`src/rtl/spi_pkg.sv`:
```
// Shared constants for the SPI accelerometer front end.
//   CLK_HZ            system clock frequency
//   SCLK_HALF_DEF     clk cycles per sclk half-period (5 MHz sclk)
//   DISP_HALF_DEF     clk cycles per disp_clk half-period (1 kHz disp_clk)
//   BITS_PER_BYTE_DEF sclk rising edges per counted byte
//   cnt_width()       width of a counter that must hold 0..n-1 (minimum 1 bit)
package spi_pkg;

  localparam int unsigned CLK_HZ            = 100_000_000;
  localparam int unsigned SCLK_HALF_DEF     = 10;
  localparam int unsigned DISP_HALF_DEF     = 50_000;
  localparam int unsigned BITS_PER_BYTE_DEF = 8;

  function automatic int unsigned cnt_width(input int unsigned n);
    return (n <= 1) ? 1 : $clog2(n);
  endfunction

endpackage

```
`src/rtl/spi_timebase_div.sv`:
```
// Half-period toggle divider with registered edge strobes.
//   clk_i   system clock
//   rst_ni  asynchronous active-low reset
//   clk_o   divided clock, 50% duty, period 2*HALF clk cycles
//   rise_o  one-clk pulse in the first cycle clk_o reads 1
//   fall_o  one-clk pulse in the first cycle clk_o reads 0
module spi_timebase_div
  import spi_pkg::*;
#(
  parameter int unsigned HALF = 10
) (
  input  logic clk_i,
  input  logic rst_ni,
  output logic clk_o,
  output logic rise_o,
  output logic fall_o
);

  localparam int unsigned    W    = cnt_width(HALF);
  localparam logic [W-1:0]   TERM = W'(HALF - 1);

  logic [W-1:0] cnt_q, cnt_d;
  logic         clk_q, clk_d;
  logic         rise_q, rise_d;
  logic         fall_q, fall_d;
  logic         terminal;

  // Strobes are computed from the pre-toggle level so they land in the same
  // register update as the toggle itself.
  always_comb begin
    terminal = (cnt_q == TERM);
    cnt_d    = terminal ? '0 : cnt_q + 1'b1;
    clk_d    = clk_q ^ terminal;
    rise_d   = terminal & ~clk_q;
    fall_d   = terminal & clk_q;
  end

  always_ff @(posedge clk_i or negedge rst_ni) begin
    if (!rst_ni) begin
      cnt_q  <= '0;
      clk_q  <= 1'b0;
      rise_q <= 1'b0;
      fall_q <= 1'b0;
    end else begin
      cnt_q  <= cnt_d;
      clk_q  <= clk_d;
      rise_q <= rise_d;
      fall_q <= fall_d;
    end
  end

  assign clk_o  = clk_q;
  assign rise_o = rise_q;
  assign fall_o = fall_q;

endmodule

```
`src/rtl/spi_timebase.sv`:
```
// Timebase for the SPI accelerometer front end: sclk generator, display-mux
// clock generator and the transfer bit/byte counter.
//   clk         100 MHz system clock
//   rst_n       asynchronous active-low reset
//   cnt_clr     synchronous clear of bit and byte counters (highest priority)
//   cnt_en      count sclk rising strobes
//   sclk        serial clock (registered), sclk_rise/sclk_fall edge strobes
//   disp_clk    display-mux clock (registered), disp_tick rising strobe
//   byte_count  completed bytes since clear, modulo 4
//   byte_done   one-clk pulse coincident with each byte_count increment
// Generated clocks are data signals; downstream logic uses the strobes as
// clock enables.
module spi_timebase
  import spi_pkg::*;
#(
  parameter int unsigned SCLK_HALF     = SCLK_HALF_DEF,
  parameter int unsigned DISP_HALF     = DISP_HALF_DEF,
  parameter int unsigned BITS_PER_BYTE = BITS_PER_BYTE_DEF
) (
  input  logic       clk,
  input  logic       rst_n,
  input  logic       cnt_clr,
  input  logic       cnt_en,
  output logic       sclk,
  output logic       sclk_rise,
  output logic       sclk_fall,
  output logic       disp_clk,
  output logic       disp_tick,
  output logic [1:0] byte_count,
  output logic       byte_done
);

  localparam int unsigned   BW       = cnt_width(BITS_PER_BYTE);
  localparam logic [BW-1:0] BIT_TERM = BW'(BITS_PER_BYTE - 1);

  logic disp_fall_unused;

  spi_timebase_div #(.HALF(SCLK_HALF)) u_sclk_div (
    .clk_i  (clk),
    .rst_ni (rst_n),
    .clk_o  (sclk),
    .rise_o (sclk_rise),
    .fall_o (sclk_fall)
  );

  spi_timebase_div #(.HALF(DISP_HALF)) u_disp_div (
    .clk_i  (clk),
    .rst_ni (rst_n),
    .clk_o  (disp_clk),
    .rise_o (disp_tick),
    .fall_o (disp_fall_unused)
  );

  logic [BW-1:0] bit_q, bit_d;
  logic [1:0]    byte_q, byte_d;
  logic          done_q, done_d;

  // Clear beats a coincident rise; a disabled rise leaves partial progress.
  always_comb begin
    bit_d  = bit_q;
    byte_d = byte_q;
    done_d = 1'b0;
    if (cnt_clr) begin
      bit_d  = '0;
      byte_d = '0;
    end else if (cnt_en && sclk_rise) begin
      if (bit_q == BIT_TERM) begin
        bit_d  = '0;
        byte_d = byte_q + 2'd1;
        done_d = 1'b1;
      end else begin
        bit_d = bit_q + 1'b1;
      end
    end
  end

  always_ff @(posedge clk or negedge rst_n) begin
    if (!rst_n) begin
      bit_q  <= '0;
      byte_q <= '0;
      done_q <= 1'b0;
    end else begin
      bit_q  <= bit_d;
      byte_q <= byte_d;
      done_q <= done_d;
    end
  end

  assign byte_count = byte_q;
  assign byte_done  = done_q;

endmodule

```
`config.mk`:
```
export PLATFORM = sky130hd
export DESIGN_NAME = spi_timebase
export DESIGN_NICKNAME = d
export VERILOG_FILES = /design/src/rtl/spi_pkg.sv /design/src/rtl/spi_timebase_div.sv /design/src/rtl/spi_timebase.sv
export SDC_FILE = /design/constraint.sdc
export NUM_CORES = 1
export LEC_CHECK = 0
export CORE_UTILIZATION = 50
export DETAILED_ROUTE_END_ITERATION = 7
export GPL_TIMING_DRIVEN = 0
export PLACE_DENSITY = 0.78
export SLEW_MARGIN = 20
export SYNTH_ARGS = -nofsm -noshare
export SYNTH_HDL_FRONTEND = slang
export SYNTH_SLANG_ARGS = --single-unit
```
`constraint.sdc`:
```
create_clock -name clk -period 3.7 [get_ports clk]
set_clock_uncertainty 0.2 [all_clocks]
set_input_delay 1.11 -clock clk [delete_from_list [all_inputs] [get_ports clk]]
set_output_delay 1.11 -clock clk [all_outputs]
set_load 0.01 [all_outputs]
```
---- Yosys cells after proc, flatten, opt, wreduce, memory -nomap -nowiden ----
Cells that the tools add are included.
word-level totals
  bits in registers ....................... 31
operators by class
  mux-type cells .......................... 11
  add/subtract/negate cells ............... 4
  bitwise logic cells ..................... 7
  eq/ne operators ......................... 3
  reduce and logical (&&, ||, !) cells .... 4
operators by type and width
  cell                   count
  $add 16x1->16 const B  1
  $eq 16x16->1 const B   1
  $mux 16                1
  $mux 3                 3
  $mux 2                 3
  $add 4x1->4 const B    1
  $eq 4x4->1 const B     1
  $mux 4                 1
  $reduce_bool 2->1      2
  $add 3x1->3 const B    1
  $and 1x1->1            3
  $eq 3x3->1 const B     1
  $mux 1                 3
  $add 2x1->2 const B    1
  $not 1->1              2
  $reduce_and 2->1       1
  $xor 1x1->1            2
  $logic_and 1x1->1      1

---- Longest topological paths before layout ----
  depth in word-level cells ............... 4
  gate-level depth with buffers ........... 5

---- By module ----
From an unflattened synthesis, not the netlist that was laid out.
unflattened totals
  cell total of the unflattened synthesis .. 124
  area total of the unflattened synthesis .. 1505.2 um^2
by module, submodules not included
  module                         cells an instance  sequential area each (um^2)  area each (um^2)  instances
  spi_timebase_div (u_disp_div)  74                 475.5                        869.6             1
  spi_timebase                   28                 150.1                        352.8             1
  spi_timebase_div (u_sclk_div)  22                 175.2                        282.8             1

---- Worst setup path after synthesis ----
Ideal clock, no wire load.
  path type ............................... flip-flop to flip-flop
  start point ............................. register u_disp_div.cnt_q[4]
  end point ............................... register u_disp_div.clk_q, in the netlist u_disp_div.clk_o
  stages on the path, launching flop included .. 5
  data arrival time ....................... 1.748 ns
  setup slack ............................. 1.689 ns
  path buffers ............................ 0
  data required time ...................... 3.437 ns
  path through ............................ dfrtp_1 -> or4b_1 -> nor4_4 -> ha_1 -> inv_1
on the way
  cells in the longest elaborated chain, start to end .. 2
ends and longest elaborated chain
  item                      RTL line                text
  start: declaration        spi_timebase_div.sv:22  logic [W-1:0] cnt_q, cnt_d;
  start signal: assignment  spi_timebase_div.sv:45  cnt_q <= cnt_d;
  $eq 16x16->1              spi_timebase_div.sv:31  terminal = (cnt_q == TERM);
  $xor 1x1->1               spi_timebase_div.sv:33  clk_d = clk_q ^ terminal;
  via u_disp_div.clk_d      spi_timebase_div.sv:23  logic clk_q, clk_d;
  end signal: assignment    spi_timebase_div.sv:46  clk_q <= clk_d;
  end: declaration          spi_timebase_div.sv:23
The timed path passes the listed nets, and every way through them passes these cells.
A chain may end at the register's enable or synchronous reset.

---- Worst setup path after layout ----
  start point ............................. register u_sclk_div.rise_q, in the netlist u_sclk_div.rise_o
  end point ............................... output port sclk_rise
RTL lines
  item                      RTL line                text
  start: declaration        spi_timebase_div.sv:24  logic rise_q, rise_d;
  start signal: assignment  spi_timebase_div.sv:47  rise_q <= rise_d;
  end: declaration          spi_timebase.sv:25      output logic sclk_rise,
No word-level cell between the ends.

==> summary.md <==
The placed wire-length estimate came out at 1470 um. The run finished with clean final reports. The async set-or-reset flop fraction in the synthesized netlist was 1.00.

For this design the ratio of total power to cell area is 343 nW/um^2. The share of the clock period used by the worst path is 0.711, and the number of remaining DRC errors is 0. The register bit total from synthesis came out at 31. The count of endpoints failing hold in the final timing report was 0.

The average instance area after synthesis works out to 11.2 sq um. After layout, the minimum clock period comes to 2.63 ns. The run gives 31 as the count of clock tree sinks.

Worst max-slew margin expressed relative to the limit: 0.566. For the summed instance area of the synthesized netlist, the log shows 1340 sq um. Once layout is done, the placed cells without fillers occupy 1530 sq um. The number of antenna diodes in the final layout is 0. The critical path endpoint category was an output pin. The count of pins over their slew limit is 0, and the number of rows created at floorplan is 18. The share of the synthesized area in the top cell type was 0.579.

For the final wirelength, the log shows 2060 um. Setup slack on the worst reg-to-reg path comes out at 1.48 ns. In this run the number of H-tree levels came out at 2. The tools report the quantity of hold-fixing buffers added after cts as 0.

The via count of the first global-routing pass is 880, and the number of I/O port buffers is 11. IR analysis of the VDD net gives a maximum drop of 0.301 mV. The number of warnings reported in the yosys synthesis log is 0, and the number of buffers added for setup after CTS is 0.

The detail-routed via count per cell is 5.31, and the core outline area is 2500 sq um. At the pin with the least slew margin, the transition time is 0.652 ns. sky130_fd_sc_hd__dfrtp_1 is the most common cell in the netlist. The critical path is of the flop to output pin type. In the final design database the tool counted 148 nets. The share of final-layout standard cells stronger than drive strength 1 is 0.0576.

The first detailed-routing pass ran for 4 iterations. The critical path's largest stage delay is 0.56 ns, and the via total after detailed routing is 897. By area the synthesized netlist is led by sky130_fd_sc_hd__dfrtp_1 58%, sky130_fd_sc_hd__ha_1 5.6%, sky130_fd_sc_hd__xor2_1 5.2%, sky130_fd_sc_hd__xnor2_1 4.6%, sky130_fd_sc_hd__nor2_1 3.9%. The area added between synthesis and finish is 14.4%. The initial antenna violation count is 0. Once placement finished, the instance area stood at 1480 sq um. After the first detailed-routing iteration, the DRC count stood at 28.

TritonCTS built the clock tree. The tools report the count of cells resized by post-cts repair as 0. The cell sitting at the root of the clock tree is a sky130_fd_sc_hd__clkbuf_4. Cell count after synthesis: 120. For this design, the slowest cell found on the critical path is sky130_fd_sc_hd__clkdlybuf4s50_1.

Worst hold-check path type: flop to flop. Walking the worst path, the cells encountered are clkdlybuf4s50_1. Measured along the y axis, the die boundary spans 53.8 um. Global-route wire length before repair: 3730 um. Endpoint required time on the critical path: 2.39 ns. Across the run, the number of max-cap violations was 0. The pin count of the biggest net entering global routing is 32, and the clock transition at the register clock pins on the worst setup and hold paths after CTS is 0.09 ns. After detailed routing, the average wire length per cell comes to 12.2 um.

The run gives 380 MHz as the highest achievable clock rate. The cell family contributing the most delay on the critical path is buffers and inverters. During I/O placement, the number of pins put on the boundary was 12.

Setup repair after global routing left no endpoint under its margin. The remaining number of nets flagged by the antenna check after routing is 0. Setup violations remaining at the end of the flow were counted as 0. The floorplan step set the die width to 53.8 um. Sequential share of the synthesized area: 0.579. The clock network latency to the later pin of the worst-skew pair was 0.32 ns; the arrival time of data at the critical path endpoint was 1.32 ns. The worst path buffer plus inverter count is 1. Sorting the synthesized cells by how often they occur yields 31 x sky130_fd_sc_hd__dfrtp_1, 14 x sky130_fd_sc_hd__nor2_1, 10 x sky130_fd_sc_hd__nand2_1. The remaining global-route overflow is 0. The most used flip-flop cell after synthesis is sky130_fd_sc_hd__dfrtp_1. The design draws 525 uW. Along the worst path, the maximum fanout reaches 6. STA classifies the critical path startpoint as a flop. The tools report the initial core utilization as 0.536. The total global-route track usage came out at 0.192. The synthesized design spends more area on one cell type than any other, namely sky130_fd_sc_hd__dfrtp_1. The longest clock path from root to sink contains 2 buffers.

The logs give 2890 sq um for the die outline area and 22 for the unique cell type count in the Yosys netlist. The number of nets handed over by synthesis was 130. For the final routed database, the setup TNS stands at 0 ns. The leakage power is 0.744 nW. For the final weighted congestion in routability-driven placement, the log shows 0.807. Counting the buffers created by CTS gives 5.

The number of enable flip-flop cells after synthesis was 0.
-- sequential cells by signal (all words and copies together) (netlist names) --
| signal | count |
|---|---|
| byte_count | 2 |
| u_disp_div.rise_o | 1 |
| bit_q | 3 |
| u_sclk_div.rise_o | 1 |
| u_sclk_div.clk_o | 1 |
| byte_done | 1 |
| u_disp_div.clk_o | 1 |
| u_disp_div.cnt_q | 16 |
| u_sclk_div.fall_o | 1 |
| u_sclk_div.cnt_q | 4 |
-- final timing paths --
kind	from	cells past startpoint	endpoint
setup / recovery	u_sclk_div.rise_o	1	sclk_rise
max in group asynchronous	rst_n	1	u_sclk_div.cnt_q[2]
hold reg to reg	u_disp_div.cnt_q[0]	1	u_disp_div.cnt_q[0]
hold / removal	u_disp_div.cnt_q[0]	1	u_disp_div.cnt_q[0]
setup reg to reg	u_disp_div.cnt_q[4]	4	u_disp_div.clk_o
min in group asynchronous	rst_n	1	bit_q[2]
-- cells by family (layout without fill, tap and decap cells) --
group,count (synthesis),count (layout),share of synthesized area
and+or+nand+nor,50,50,0.197
DFF,31,31,0.579
xor gates and xnor gates,15,15,0.0980
AOI/OAI and AO/OA,8,8,0.0327
buffers and inverters,8,27,0.0224
adders and majority gates,6,6,0.0560
muxes,2,2,0.0149
-- metal layers --
layer,global-route usage,up-vias,part of all wire
met4,0.0921,0,0.023
met2,0.294,19,0.46
li1,-,444,-
met3,0.0847,6,0.058
met5,0,-,0
met1,0.231,428,0.45
-- cell usage in the layout, fill, tap and decap left out --
cell type                         Yosys  layout
sky130_fd_sc_hd__o21ai_0              3       3
sky130_fd_sc_hd__dfrtp_1             31      31
sky130_fd_sc_hd__xor2_1               8       8
sky130_fd_sc_hd__buf_2                0       1
sky130_fd_sc_hd__nor4_1               2       2
sky130_fd_sc_hd__nand4b_1             1       1
sky130_fd_sc_hd__nand3_1              8       8
sky130_fd_sc_hd__inv_1                8       8
sky130_fd_sc_hd__nand2_1             10      10
sky130_fd_sc_hd__or4b_1               2       2
sky130_fd_sc_hd__nor2b_1              1       1
sky130_fd_sc_hd__a22o_1               1       1
sky130_fd_sc_hd__nand2b_1             1       1
sky130_fd_sc_hd__clkdlybuf4s50_1      0      10
sky130_fd_sc_hd__nand4_1              5       5
sky130_fd_sc_hd__nor2_1              14      14
sky130_fd_sc_hd__clkinv_2             0       1
sky130_fd_sc_hd__or3_1                1       1
sky130_fd_sc_hd__ha_1                 6       6
sky130_fd_sc_hd__a21oi_1              4       4
sky130_fd_sc_hd__clkbuf_1             0       2
sky130_fd_sc_hd__nor4_4               1       1
sky130_fd_sc_hd__xnor2_1              7       7
sky130_fd_sc_hd__clkbuf_4             0       5
sky130_fd_sc_hd__nor3_1               3       3
sky130_fd_sc_hd__mux2i_1              2       2
sky130_fd_sc_hd__and3_1               1       1
-- area by class of cell --
cell class	instances	area (sq um)
tap	30	37.5
clock buffer	7	45.0
fill	213	967
sequential	31	776
multi-input combinational	81	534
inverter	8	30.0
clock inverter	1	5.00
timing repair buffer	11	105
-- power by group --
group / switching [mW] / total [mW] / internal (mW)
clock network: 0.103 / 0.177 / 0.0738
logic: 0.00761 / 0.00989 / 0.00228
registers: 0.0000000160 / 0.338 / 0.338
total: 0.111 / 0.525 / 0.415
-- per-stage QoR --
step	cells	hold WS, ns	worst slack [ns]	utilization
after detailed placement	161	0.274	1.32	0.593
after CTS	169	0.287	1.05	0.613
after global routing	169	0.305	1.01	0.613
final	169	0.282	1.07	0.613
after global placement	161	0.269	0.841	0.595
after floorplan	120	0.255	1.69	-
Note: power is estimated with default switching activity, not from simulation.
